### src/rtl/dds_sweep_gen_if.sv
// Control, tuning and sample-output bundle for the DDS sweep generator.
// The master drives control and tuning inputs; the generator is the slave.
interface dds_sweep_gen_if #(
    parameter int FREQ_W  = 12,
    parameter int PHASE_W = 8,
    parameter int OUT_W   = 8,
    parameter int DWELL_W = 8
);
    logic                      en;
    logic [1:0]                mode;
    logic                      start;
    logic                      abort;
    logic [FREQ_W-1:0]         freq_start;
    logic [FREQ_W-1:0]         freq_stop;
    logic [FREQ_W-1:0]         freq_step;
    logic [DWELL_W-1:0]        dwell;
    logic [PHASE_W-1:0]        phase;
    logic signed [OUT_W-1:0]   out;
    logic                      out_valid;
    logic [FREQ_W-1:0]         cur_freq;
    logic                      sweep_busy;
    logic                      sweep_done;

    modport master (
        output en, mode, start, abort, freq_start, freq_stop, freq_step, dwell, phase,
        input  out, out_valid, cur_freq, sweep_busy, sweep_done
    );

    modport slave (
        input  en, mode, start, abort, freq_start, freq_stop, freq_step, dwell, phase,
        output out, out_valid, cur_freq, sweep_busy, sweep_done
    );
endinterface

### src/rtl/dds_sweep_gen.sv
// DDS sine generator: phase accumulator, quarter-wave ROM, 3-stage output pipe,
// and a sweep FSM that steps the tuning word in fixed, single-ramp or triangle mode.
//
// state | meaning
// IDLE  | no sweep; mode 0 tracks freq_start, modes 1/2 hold cur_freq
// UP    | stepping cur_freq toward freq_stop once per dwell
// DOWN  | stepping cur_freq toward freq_start once per dwell (triangle only)
module dds_sweep_gen #(
    parameter int ACC_W   = 16,
    parameter int FREQ_W  = 12,
    parameter int PHASE_W = 8,
    parameter int OUT_W   = 8,
    parameter int DWELL_W = 8
) (
    input  logic           clk,
    input  logic           rst,
    dds_sweep_gen_if.slave bus
);
    localparam int N     = 2 ** (PHASE_W - 2);
    localparam int MAG_W = OUT_W - 1;
    localparam int IDX_W = PHASE_W - 1;

    typedef enum logic [1:0] {IDLE = 2'd0, UP = 2'd1, DOWN = 2'd2} state_t;

    // Elaboration-time sine via fixed-point Taylor series (scale 2^30), rounded to nearest.
    function automatic logic [MAG_W-1:0] lut_entry(input int i);
        longint scale, x, term, sum, amp, val;
        scale = 64'sd1 <<< 30;
        x     = (64'sd3373259426 * longint'(i)) / longint'(2 * N);
        term  = x;
        sum   = x;
        for (int k = 1; k <= 12; k++) begin
            term = -((((term * x) / scale) * x) / scale) / longint'((2 * k) * (2 * k + 1));
            sum  = sum + term;
        end
        amp = (64'sd1 <<< (OUT_W - 1)) - 64'sd1;
        val = (amp * sum + scale / 2) / scale;
        if (val > amp) val = amp;
        if (val < 0)   val = 0;
        return MAG_W'(val);
    endfunction

    logic [MAG_W-1:0] lut [0:N];
    for (genvar gi = 0; gi <= N; gi++) begin : g_lut
        localparam logic [MAG_W-1:0] LUT_V = lut_entry(gi);
        assign lut[gi] = LUT_V;
    end

    logic [ACC_W-1:0]        acc_q, acc_d;
    logic [PHASE_W-1:0]      addr_q, addr_d;
    logic [MAG_W-1:0]        mag_q, mag_d;
    logic                    neg_q, neg_d;
    logic signed [OUT_W-1:0] out_q, out_d;
    logic [2:0]              vld_q, vld_d;
    logic [IDX_W-1:0]        lut_idx;
    logic signed [OUT_W-1:0] mag_s;

    state_t                  state_q, state_d;
    logic [FREQ_W-1:0]       cur_freq_q, cur_freq_d;
    logic [DWELL_W-1:0]      dwell_cnt_q, dwell_cnt_d;
    logic                    done_q, done_d;

    logic [FREQ_W-1:0]       step_eff;
    logic [DWELL_W-1:0]      dwell_last;
    logic [FREQ_W:0]         up_sum, rs_sum;
    logic [FREQ_W-1:0]       up_freq, dn_freq, rs_freq;
    logic                    sweep_mode, expire;

    always_comb begin
        acc_d  = acc_q;
        addr_d = addr_q;
        mag_d  = mag_q;
        neg_d  = neg_q;
        out_d  = out_q;
        // Quadrants 1 and 3 read the quarter-wave table backwards.
        lut_idx = addr_q[PHASE_W-2] ? (IDX_W'(N) - {1'b0, addr_q[PHASE_W-3:0]})
                                    : {1'b0, addr_q[PHASE_W-3:0]};
        mag_s   = {1'b0, mag_q};
        if (bus.en) begin
            acc_d  = acc_q + ACC_W'(cur_freq_q);
            addr_d = acc_q[ACC_W-1 -: PHASE_W] + bus.phase;
            mag_d  = lut[lut_idx];
            neg_d  = addr_q[PHASE_W-1];
            out_d  = neg_q ? -mag_s : mag_s;
        end
        vld_d = {vld_q[1:0], bus.en};
    end

    always_comb begin
        step_eff   = (bus.freq_step == '0) ? FREQ_W'(1) : bus.freq_step;
        dwell_last = (bus.dwell == '0) ? '0 : bus.dwell - 1'b1;
        up_sum     = {1'b0, cur_freq_q} + {1'b0, step_eff};
        up_freq    = (up_sum > {1'b0, bus.freq_stop}) ? bus.freq_stop : up_sum[FREQ_W-1:0];
        rs_sum     = {1'b0, bus.freq_start} + {1'b0, step_eff};
        rs_freq    = (rs_sum > {1'b0, bus.freq_stop}) ? bus.freq_stop : rs_sum[FREQ_W-1:0];
        dn_freq    = ({1'b0, cur_freq_q} < rs_sum) ? bus.freq_start : cur_freq_q - step_eff;
        sweep_mode = (bus.mode == 2'd1) || (bus.mode == 2'd2);
        expire     = bus.en && (dwell_cnt_q == dwell_last);

        state_d     = state_q;
        cur_freq_d  = cur_freq_q;
        dwell_cnt_d = dwell_cnt_q;
        done_d      = 1'b0;

        if (bus.abort) begin
            state_d = IDLE;
        end else begin
            case (state_q)
                IDLE: begin
                    if (!sweep_mode) begin
                        cur_freq_d = bus.freq_start;
                    end else if (bus.start) begin
                        cur_freq_d  = bus.freq_start;
                        dwell_cnt_d = '0;
                        if (bus.freq_start < bus.freq_stop) state_d = UP;
                        else                                done_d  = 1'b1;
                    end
                end
                UP, DOWN: begin
                    if (expire) begin
                        dwell_cnt_d = '0;
                        // Mode changes mid-sweep are only honoured here; 0/3 end the sweep.
                        if (!sweep_mode) begin
                            state_d = IDLE;
                            done_d  = 1'b1;
                        end else if (state_q == UP) begin
                            if (cur_freq_q < bus.freq_stop) begin
                                cur_freq_d = up_freq;
                            end else if (bus.mode == 2'd1) begin
                                state_d = IDLE;
                                done_d  = 1'b1;
                            end else begin
                                state_d    = DOWN;
                                cur_freq_d = dn_freq;
                            end
                        end else begin
                            if (cur_freq_q > bus.freq_start) begin
                                cur_freq_d = dn_freq;
                            end else begin
                                state_d    = UP;
                                cur_freq_d = rs_freq;
                            end
                        end
                    end else if (bus.en) begin
                        dwell_cnt_d = dwell_cnt_q + 1'b1;
                    end
                end
                default: state_d = IDLE;
            endcase
        end
    end

    always_ff @(posedge clk) begin
        if (rst) begin
            acc_q       <= '0;
            addr_q      <= '0;
            mag_q       <= '0;
            neg_q       <= 1'b0;
            out_q       <= '0;
            vld_q       <= '0;
            state_q     <= IDLE;
            cur_freq_q  <= '0;
            dwell_cnt_q <= '0;
            done_q      <= 1'b0;
        end else begin
            acc_q       <= acc_d;
            addr_q      <= addr_d;
            mag_q       <= mag_d;
            neg_q       <= neg_d;
            out_q       <= out_d;
            vld_q       <= vld_d;
            state_q     <= state_d;
            cur_freq_q  <= cur_freq_d;
            dwell_cnt_q <= dwell_cnt_d;
            done_q      <= done_d;
        end
    end

    assign bus.out        = out_q;
    assign bus.out_valid  = vld_q[2];
    assign bus.cur_freq   = cur_freq_q;
    assign bus.sweep_busy = (state_q != IDLE);
    assign bus.sweep_done = done_q;
endmodule

### src/flat_wrapper.sv
// flat-port wrapper written by rule: the top's interface ports become plain ports
module dds_sweep_gen_flat 
#(
    parameter int ACC_W   = 16,
    parameter int FREQ_W  = 12,
    parameter int PHASE_W = 8,
    parameter int OUT_W   = 8,
    parameter int DWELL_W = 8
)
  (clk, rst, bus_en, bus_mode, bus_start, bus_abort, bus_freq_start, bus_freq_stop, bus_freq_step, bus_dwell, bus_phase, bus_out, bus_out_valid, bus_cur_freq, bus_sweep_busy, bus_sweep_done);
  dds_sweep_gen_if #(.FREQ_W(FREQ_W), .PHASE_W(PHASE_W), .OUT_W(OUT_W), .DWELL_W(DWELL_W)) bus_i ();
  input  logic clk;
  input  logic rst;
  input wire logic [$bits(bus_i.en)-1:0] bus_en;
  input wire logic [$bits(bus_i.mode)-1:0] bus_mode;
  input wire logic [$bits(bus_i.start)-1:0] bus_start;
  input wire logic [$bits(bus_i.abort)-1:0] bus_abort;
  input wire logic [$bits(bus_i.freq_start)-1:0] bus_freq_start;
  input wire logic [$bits(bus_i.freq_stop)-1:0] bus_freq_stop;
  input wire logic [$bits(bus_i.freq_step)-1:0] bus_freq_step;
  input wire logic [$bits(bus_i.dwell)-1:0] bus_dwell;
  input wire logic [$bits(bus_i.phase)-1:0] bus_phase;
  output wire logic [$bits(bus_i.out)-1:0] bus_out;
  output wire logic [$bits(bus_i.out_valid)-1:0] bus_out_valid;
  output wire logic [$bits(bus_i.cur_freq)-1:0] bus_cur_freq;
  output wire logic [$bits(bus_i.sweep_busy)-1:0] bus_sweep_busy;
  output wire logic [$bits(bus_i.sweep_done)-1:0] bus_sweep_done;
  assign bus_i.en = bus_en;
  assign bus_i.mode = bus_mode;
  assign bus_i.start = bus_start;
  assign bus_i.abort = bus_abort;
  assign bus_i.freq_start = bus_freq_start;
  assign bus_i.freq_stop = bus_freq_stop;
  assign bus_i.freq_step = bus_freq_step;
  assign bus_i.dwell = bus_dwell;
  assign bus_i.phase = bus_phase;
  assign bus_out = bus_i.out;
  assign bus_out_valid = bus_i.out_valid;
  assign bus_cur_freq = bus_i.cur_freq;
  assign bus_sweep_busy = bus_i.sweep_busy;
  assign bus_sweep_done = bus_i.sweep_done;
  dds_sweep_gen #(.ACC_W(ACC_W), .FREQ_W(FREQ_W), .PHASE_W(PHASE_W), .OUT_W(OUT_W), .DWELL_W(DWELL_W)) u_core (.clk(clk), .rst(rst), .bus(bus_i));
endmodule
### config.mk
export PLATFORM = sky130hd
export DESIGN_NAME = dds_sweep_gen_flat
export DESIGN_NICKNAME = d
export VERILOG_FILES = /design/src/rtl/dds_sweep_gen_if.sv /design/src/rtl/dds_sweep_gen.sv /design/src/flat_wrapper.sv
export SDC_FILE = /design/constraint.sdc
export NUM_CORES = 1
export LEC_CHECK = 0
export CORE_AREA = 2 2 120 122
export CTS_CLUSTER_SIZE = 20
export DETAILED_ROUTE_END_ITERATION = 10
export DIE_AREA = 0 0 122 124
export GPL_ROUTABILITY_DRIVEN = 1
export GPL_TIMING_DRIVEN = 0
export PLACE_DENSITY = 0.86
export SLEW_MARGIN = 20
export SYNTH_ARGS = -nofsm -noshare
export SYNTH_HDL_FRONTEND = slang
export SYNTH_SLANG_ARGS = --single-unit
### constraint.sdc
create_clock -name clk -period 8.79 [get_ports clk]
set_input_delay 2.1975 -clock clk [delete_from_list [all_inputs] [get_ports clk]]
set_output_delay 2.1975 -clock clk [all_outputs]
set_load 0.02 [all_outputs]
==> results_dict.tcl, run 1 <==
set metrics [dict create \
    die_area_um2 15100 \
    initial_utilization_pct 62.9 \
    dr.pass1.iters 6 \
    cts_hold_buf 0 \
    post-route-min-period_ns 8.10 \
    fmax_mhz 123 \
    max_cap_violations 0 \
    die_h_um 124 \
    fin_setup_tns_ns 0 \
    slowest_delay_ns 0.69 \
    use_met1_pct 50.1 \
    synthArstFlopShare_pct 0 \
    dpl.hpwl_mm 20.9 \
    drc 0 \
    final_common_cell "ha_1" \
    synth_top_cell_area_share_pct 19.9 \
    final.setup_skew_ns 0.00610 \
    io_buffers 79 \
    wire_per_inst_um 19.0 \
    fin_crit_sh_pct 92.2 \
    rsz0062_at_grt "no" \
    ir_drop_mv 0.146 \
    grt_max_degree 14 \
    worstPathRequired_ns 8.98 \
    grt_pass1_wl_mm 43.0 \
    wirelength_mm 26.6 \
    fillers 1120 \
    grt_use_met2_pct 56.1 \
    worst_setup_path_start_kind "input port" \
    path_class "input port to register" \
    finalMaxSlewViolations 0 \
    worst_slew_pin_slew_ns 1.05 \
    yosysSeqAreaShare_pct 15.3 \
    drt-initial-drc-count 1216 \
    crit_fanout 10 \
    cp_cell_sequence "clkdlybuf4s50_1 -> nor3_1 -> a31o_2 -> ha_1 -> fa_1 -> a211oi_1 -> o21ai_0 -> a31oi_1 -> xnor2_1 -> inv_1 -> ha_1 -> a21oi_1 -> o21ai_0 -> a2111oi_0 -> a2111oi_0 -> o2111a_1 -> nor2_1 -> clkbuf_1 -> mux2i_1 -> a221oi_1 -> a211oi_1" \
    cts_setup_buffers 0 \
    holdWs_ns 0.458 \
    cts-root-buf "clkbuf_16" \
    mostFrequentLayoutCells "ha_1, nor2_1, a21oi_1" \
    ant_nets 0 \
    grt_pass1_vias 8272 \
    grt-ovfl-total 0 \
    chipWidth_um 122 \
    routed-via-count 8969 \
    cts_tree "built" \
    fp-row-count 43 \
    cts_sinks 66 \
    clk_latency_ns 0.34 \
    clkTransAtPathRegs_ns 0.06 \
    cp.buffers_inverters 3 \
    hold_path.class "register to register" \
    dpl-instance-area_um2 9650 \
    cts_buffers 9 \
    syn_inst 1122 \
    vias_per_cell 6.42 \
    syn_avg_cell_area_um2 7.69 \
    crit_family "compound AO/OA/AOI/OAI gates" \
    power-per-cell-area_nw_per_um2 141 \
    syn_nets 1323 \
    synth_seq_cells 66 \
    clock_path_buffers 2 \
    setup_viol 0 \
    htreeDepth 3 \
    syn-cell-area_um2 8630 \
    max-slew-margin-rel_pct 29.8 \
    antenna_cells 0 \
    antenna_found_initial 0 \
    synthFlopType "dfxtp_1" \
    dp.cells 1381 \
    area_growth_pct 15.3 \
    track_usage_pct 36.1 \
    synth_edf_count 0 \
    p_leak_nw 4.34 \
    cp.arrival_ns 8.30 \
    status "completed" \
    cts_resized 0 \
    use_met3_pct 7.10 \
    finalInstanceArea_um2 9950 \
    finalWeightedCongestion 0.992 \
    gr-max-usage-layer "met2" \
    end_kind "register" \
    hold_viol 0 \
    yosysWarnings 0 \
    layout.cells.non_filler 1397 \
    synth.distinct_cells 83 \
    yosysTopAreaCell "ha_1" \
    drive_gt1_share_pct 4.35 \
    crit_slowest_cell "a2111oi_0" \
    coreArea_um2 13700 \
    io_pins 82 \
    final_nets 1413 \
    synth.area.top_cells "ha_1, dfxtp_1, a21oi_1, nor2_1, inv_1" \
]
Yosys cell counts (5+ instances only):
cell type,number
ha_1,137
nor2_1,105
a21oi_1,92
inv_1,90
nand2_1,73
dfxtp_1,66
o21ai_0,56
clkbuf_1,41
a211oi_1,35
xnor2_1,35
mux2i_1,31
xor2_1,30
nor3_1,25
nand2b_1,23
nor2b_1,23
nand3_1,15
a21o_1,14
nand4_1,13
o31ai_1,13
o21a_1,12
o211ai_1,11
a31oi_1,10
or3_1,8
a311oi_1,7
a31o_2,7
nor4_1,7
o21bai_1,7
o221ai_1,7
o22ai_1,7
a211o_1,6
a221oi_1,6
and3_1,6
nor3b_1,6
fa_1,5
mux2_2,5
final timing paths:
| check | from | to | slack (ns) | cells past startpoint |
|---|---|---|---|---|
| worst max-delay path | bus_freq_step[8] | u_core.bus.cur_freq[2]$_SDFFE_PP0P_ | 0.69 | 21 |
| worst min-delay path | u_core.vld_q[1]$_SDFF_PP0_ | u_core.vld_q[2]$_SDFF_PP0_ | 0.46 | 1 |
| worst max register to register | u_core.bus.cur_freq[2]$_SDFFE_PP0P_ | u_core.bus.cur_freq[0]$_SDFFE_PP0P_ | 2.93 | 20 |
| worst min register to register | u_core.vld_q[1]$_SDFF_PP0_ | u_core.vld_q[2]$_SDFF_PP0_ | 0.46 | 1 |
state kept, by name (all words and copies together), names as in the netlist:
signal,flops
u_core.acc_q,16
u_core.neg_q,1
u_core.addr_q,8
u_core.vld_q,3
u_core.bus.out,8
u_core.state_q,2
u_core.dwell_cnt_q,8
u_core.mag_q,7
u_core.bus.sweep_done,1
u_core.bus.cur_freq,12
metrics by stage:
step	setup WS (ns)	power, mW	util [%]
2_1_floorplan	2.56	0.818	-
3_3_place_gp	0.692	1.01	70.3
3_5_place_dp	0.648	1.02	70.3
4_1_cts	0.971	1.39	72.5
5_1_grt	0.469	1.49	72.5
6_report	0.689	1.41	72.5
routing by layer:
metal	part of all wire [%]	up-vias
met5	0	-
met4	3.5	0
met3	10	82
met2	43	463
met1	43	4116
li1	-	4308
power by group:
part / internal, mW / switching [mW]
logic: 0.277 / 0.405
clock network: 0.221 / 0.143
registers: 0.321 / 0.0396
total: 0.819 / 0.588
final cells by class:
| cell class | instances | area [µm²] | share of cell area (%) |
|---|---|---|---|
| buffer | 47 | 186 | 1.87 |
| multi-input combinational | 918 | 6780 | 68.2 |
| timing repair buffer | 79 | 791 | 7.95 |
| inverter | 91 | 342 | 3.43 |
| tap | 180 | 225 | 2.26 |
| sequential | 66 | 1320 | 13.3 |
| clock buffer | 9 | 225 | 2.26 |
| clock inverter | 7 | 77.6 | 0.780 |
cells by family after synthesis:
group | Yosys count | synth area share, %
AOI/OAI and AO/OA | 340 | 27.0
and+or+nand+nor | 334 | 19.4
adders and majority gates | 142 | 21.0
buffers and inverters | 138 | 6.12
xor gates and xnor gates | 66 | 6.86
DFF | 66 | 15.3
muxes | 36 | 4.25
worst register-to-register path: cells and delay by family (launching register included):
kind | cells | cell delay [ns]
XOR/XNOR | 1 | 0.33
buffers and inverters | 3 | 0.72
AND/OR/NAND/NOR | 4 | 0.62
AO/OA/AOI/OAI | 10 | 2.84
adder cells (fa/ha/maj) | 2 | 0.64
flip-flops | 1 | 0.65
Power figures use the tool's default switching activity.
==> inputs of run 2 (changes only) <==
- ABC_AREA: default -> 1
- PLACE_DENSITY: 0.86 -> 0.88
==> results_dict.tcl, run 2 <==
set metrics [dict create \
    antenna_found_initial 0 \
    utilization_pct 74.5 \
    yosysWarnings 0 \
    fmax_mhz 140 \
    fin_setup_tns_ns 0 \
    hold_viol 0 \
    switching_share_pct 44.8 \
    grt-ovfl-total 0 \
    dr.pass1.iters 6 \
    p_switching_mw 0.755 \
    track_usage_pct 36.1 \
    rsz0062_at_grt "no" \
    hold_path.class "register to register" \
    holdPathEnd "u_core.vld_q[1]$_SDFF_PP0_" \
    finalWeightedCongestion 0.982 \
    final_nets 1681 \
    r2r_end "u_core.bus.cur_freq[6]$_SDFFE_PP0P_" \
    finalInstanceArea_um2 10200 \
    syn_avg_cell_area_um2 6.37 \
    crit_fanout 10 \
    grt_pass1_wl_mm 43.2 \
    yosysSeqAreaShare_pct 14.9 \
    fin_crit_sh_pct 81.0 \
    clock_path_buffers 2 \
    largest_reg_flops 16 \
    seqPwrFrac_pct 22.1 \
    pre_cts_ws_ns 1.58 \
    area_growth_pct 15.6 \
    ant_nets 0 \
    synthTopCellsByCount "nand2_1, inv_1, nand3_1, ha_1, a21oi_1" \
    power-per-cell-area_nw_per_um2 165 \
    final.setup_skew_ns 0.00718 \
    final_common_cell "nand2_1" \
    io_pins 82 \
    die_area_um2 15100 \
    die_h_um 124 \
    synthArstFlopShare_pct 0 \
    grt_max_degree 13 \
    initial_utilization_pct 64.5 \
    synth.distinct_cells 50 \
    pwr-share-clk_pct 25.0 \
    syn_nets 1589 \
    cts_hold_buf 0 \
    syn_inst 1388 \
    end_kind "register" \
    worst_slew_pin_slew_ns 0.741 \
    grt_pass1_vias 8806 \
    cp.arrival_ns 7.36 \
    ff2ff_setup_slack_ns 4.44 \
    io_buffers 81 \
    wire_per_inst_um 16.2 \
    synth_top_cell_area_share_pct 19.4 \
    routed-via-count 9767 \
    drc 0 \
    worstRegToRegCells 26 \
    mostFrequentLayoutCells "nand2_1, inv_1, nand3_1" \
    cts-root-buf "clkbuf_16" \
    clkTransAtPathRegs_ns 0.06 \
    setup_viol 0 \
    vias_per_cell 5.87 \
    syn-cell-area_um2 8850 \
    dpl-instance-area_um2 9880 \
    synth_seq_cells 66 \
    fp-row-count 43 \
    yosysTopAreaCell "ha_1" \
    worstPathRequired_ns 9.03 \
    finalMaxSlewViolations 0 \
    p_leak_nw 5.24 \
    hp-start "u_core.vld_q[0]$_SDFF_PP0_" \
    antenna_cells 0 \
    post-route-min-period_ns 7.12 \
    max_cap_violations 0 \
    cts_resized 0 \
    r2r-start "u_core.bus.cur_freq[2]$_SDFFE_PP0P_" \
    coreArea_um2 13700 \
    path_class "input port to register" \
    synth.area.top_cells "ha_1, dfxtp_1, nand2_1, inv_1, nand3_1" \
    cts_sinks 66 \
    clk_latency_ns 0.35 \
    status "completed" \
    min_path_cells 2 \
    drt-initial-drc-count 1031 \
    cts_tree "built" \
    p_int_mw 0.930 \
    layout_setup_ws_ns 1.67 \
    cts_buffers 9 \
    ir_drop_mv 0.101 \
    max-slew-margin-rel_pct 50.2 \
    synth_edf_count 0 \
    worst_setup_path_start_kind "input port" \
    yosysMostFrequentCell "nand2_1" \
    chipWidth_um 122 \
    fillers 1166 \
    drive_gt1_share_pct 5.79 \
    synthFlopType "dfxtp_1" \
    cts_setup_buffers 0 \
    combPwrFrac_pct 52.9 \
    wirelength_mm 26.9 \
    top_register "u_core.acc_q" \
    dpl.hpwl_mm 21.3 \
    htreeDepth 3 \
]
-- run 2: cell count changes in the layout (fill, tap and decap cells not counted), sizes merged, moves of 12 or more --
cell and change:
o21ai +34, mux2i -31, a21oi +38, inv +132
a211oi -32, nand2b -23, a21o -12, nor2b -23
nand2 +202, xor2 +18, buf +13, nand3 +131
xnor2 -25
-- run 2: power groups by stage --
stage          registers (mW)  clock network, mW  logic, mW
2_1_floorplan           0.373                  0      0.608
3_3_place_gp            0.376                  0      0.839
3_5_place_dp            0.376                  0      0.859
4_1_cts                 0.370              0.420      0.868
5_1_grt                 0.374              0.430      0.996
6_report                0.372              0.421      0.892
-- run 2: critical path: stages --
cell	delay, ns
clkdlybuf4s50_1	0.49
nor4_1	0.69
a41o_1	0.36
ha_1	0.27
fa_1	0.23
inv_1	0.06
o21ai_1	0.36
a21oi_1	0.11
o21ai_0	0.22
xnor2_1	0.22
inv_1	0.08
ha_1	0.30
nand2_1	0.05
nor2_1	0.15
o21ai_0	0.15
nand2_1	0.09
nand2_1	0.05
nand2_1	0.05
nand2_1	0.05
nand2_1	0.07
nand2_1	0.10
nand2_1	0.11
clkbuf_1	0.43
nand2_1	0.10
nand3_1	0.10
nand3_1	0.08
nand3_1	0.13
a21oi_2	0.06
-- run 2: worst max path at each step --
| stage | from | endpoint | slack [ns] | depth (start not counted) |
|---|---|---|---|---|
| after floorplan | bus_freq_step[5] | u_core.bus.cur_freq[0]$_SDFFE_PP0P_ | 3.29 | 27 |
| after global placement | bus_freq_step[8] | u_core.bus.cur_freq[9]$_SDFFE_PP0P_ | 1.59 | 28 |
| after detailed placement | bus_freq_step[8] | u_core.bus.cur_freq[8]$_SDFFE_PP0P_ | 1.58 | 28 |
| after CTS | bus_freq_step[8] | u_core.bus.cur_freq[1]$_SDFFE_PP0P_ | 1.90 | 28 |
| after global routing | bus_freq_step[8] | u_core.bus.cur_freq[11]$_SDFFE_PP0P_ | 1.33 | 28 |
| final | bus_freq_step[8] | u_core.bus.cur_freq[1]$_SDFFE_PP0P_ | 1.67 | 28 |
-- run 2: area by class of cell --
type | count | area (µm²) | share of cell area (%)
sequential | 66 | 1320 | 12.9
timing repair buffer | 81 | 811 | 7.93
buffer | 53 | 241 | 2.36
clock buffer | 9 | 225 | 2.20
multi-input combinational | 1045 | 6440 | 63.0
clock inverter | 7 | 118 | 1.15
tap | 180 | 225 | 2.20
inverter | 224 | 841 | 8.22
-- run 2: kinds of logic (layout without fill, tap and decap cells) --
| family | Yosys count | after routing | share of synthesized area (%) |
|---|---|---|---|
| AND/OR/NAND/NOR | 577 | 577 | 29.1 |
| flip-flops | 66 | 66 | 14.9 |
| adder cells (fa/ha/maj) | 142 | 142 | 20.5 |
| XOR/XNOR | 58 | 58 | 5.74 |
| buffers and inverters | 277 | 374 | 12.2 |
| AO/OA/AOI/OAI | 268 | 268 | 17.4 |
-- run 2: routing by layer --
layer / GRT usage, % / up-vias / share of wire [%]
li1: - / 4781 / -
met1: 49.6 / 4394 / 44
met2: 56.1 / 515 / 43
met3: 6.78 / 77 / 10
met4: 13.4 / 0 / 3.4
met5: 0 / - / 0
-- run 2: metrics by stage --
stage	hold slack, ns	power, mW	std cells
finish	0.405	1.69	1665
global route	0.427	1.80	1665
CTS	0.409	1.66	1665
detailed placement	0.399	1.24	1649
global placement	0.390	1.21	1649
floorplan	0.388	0.981	1388
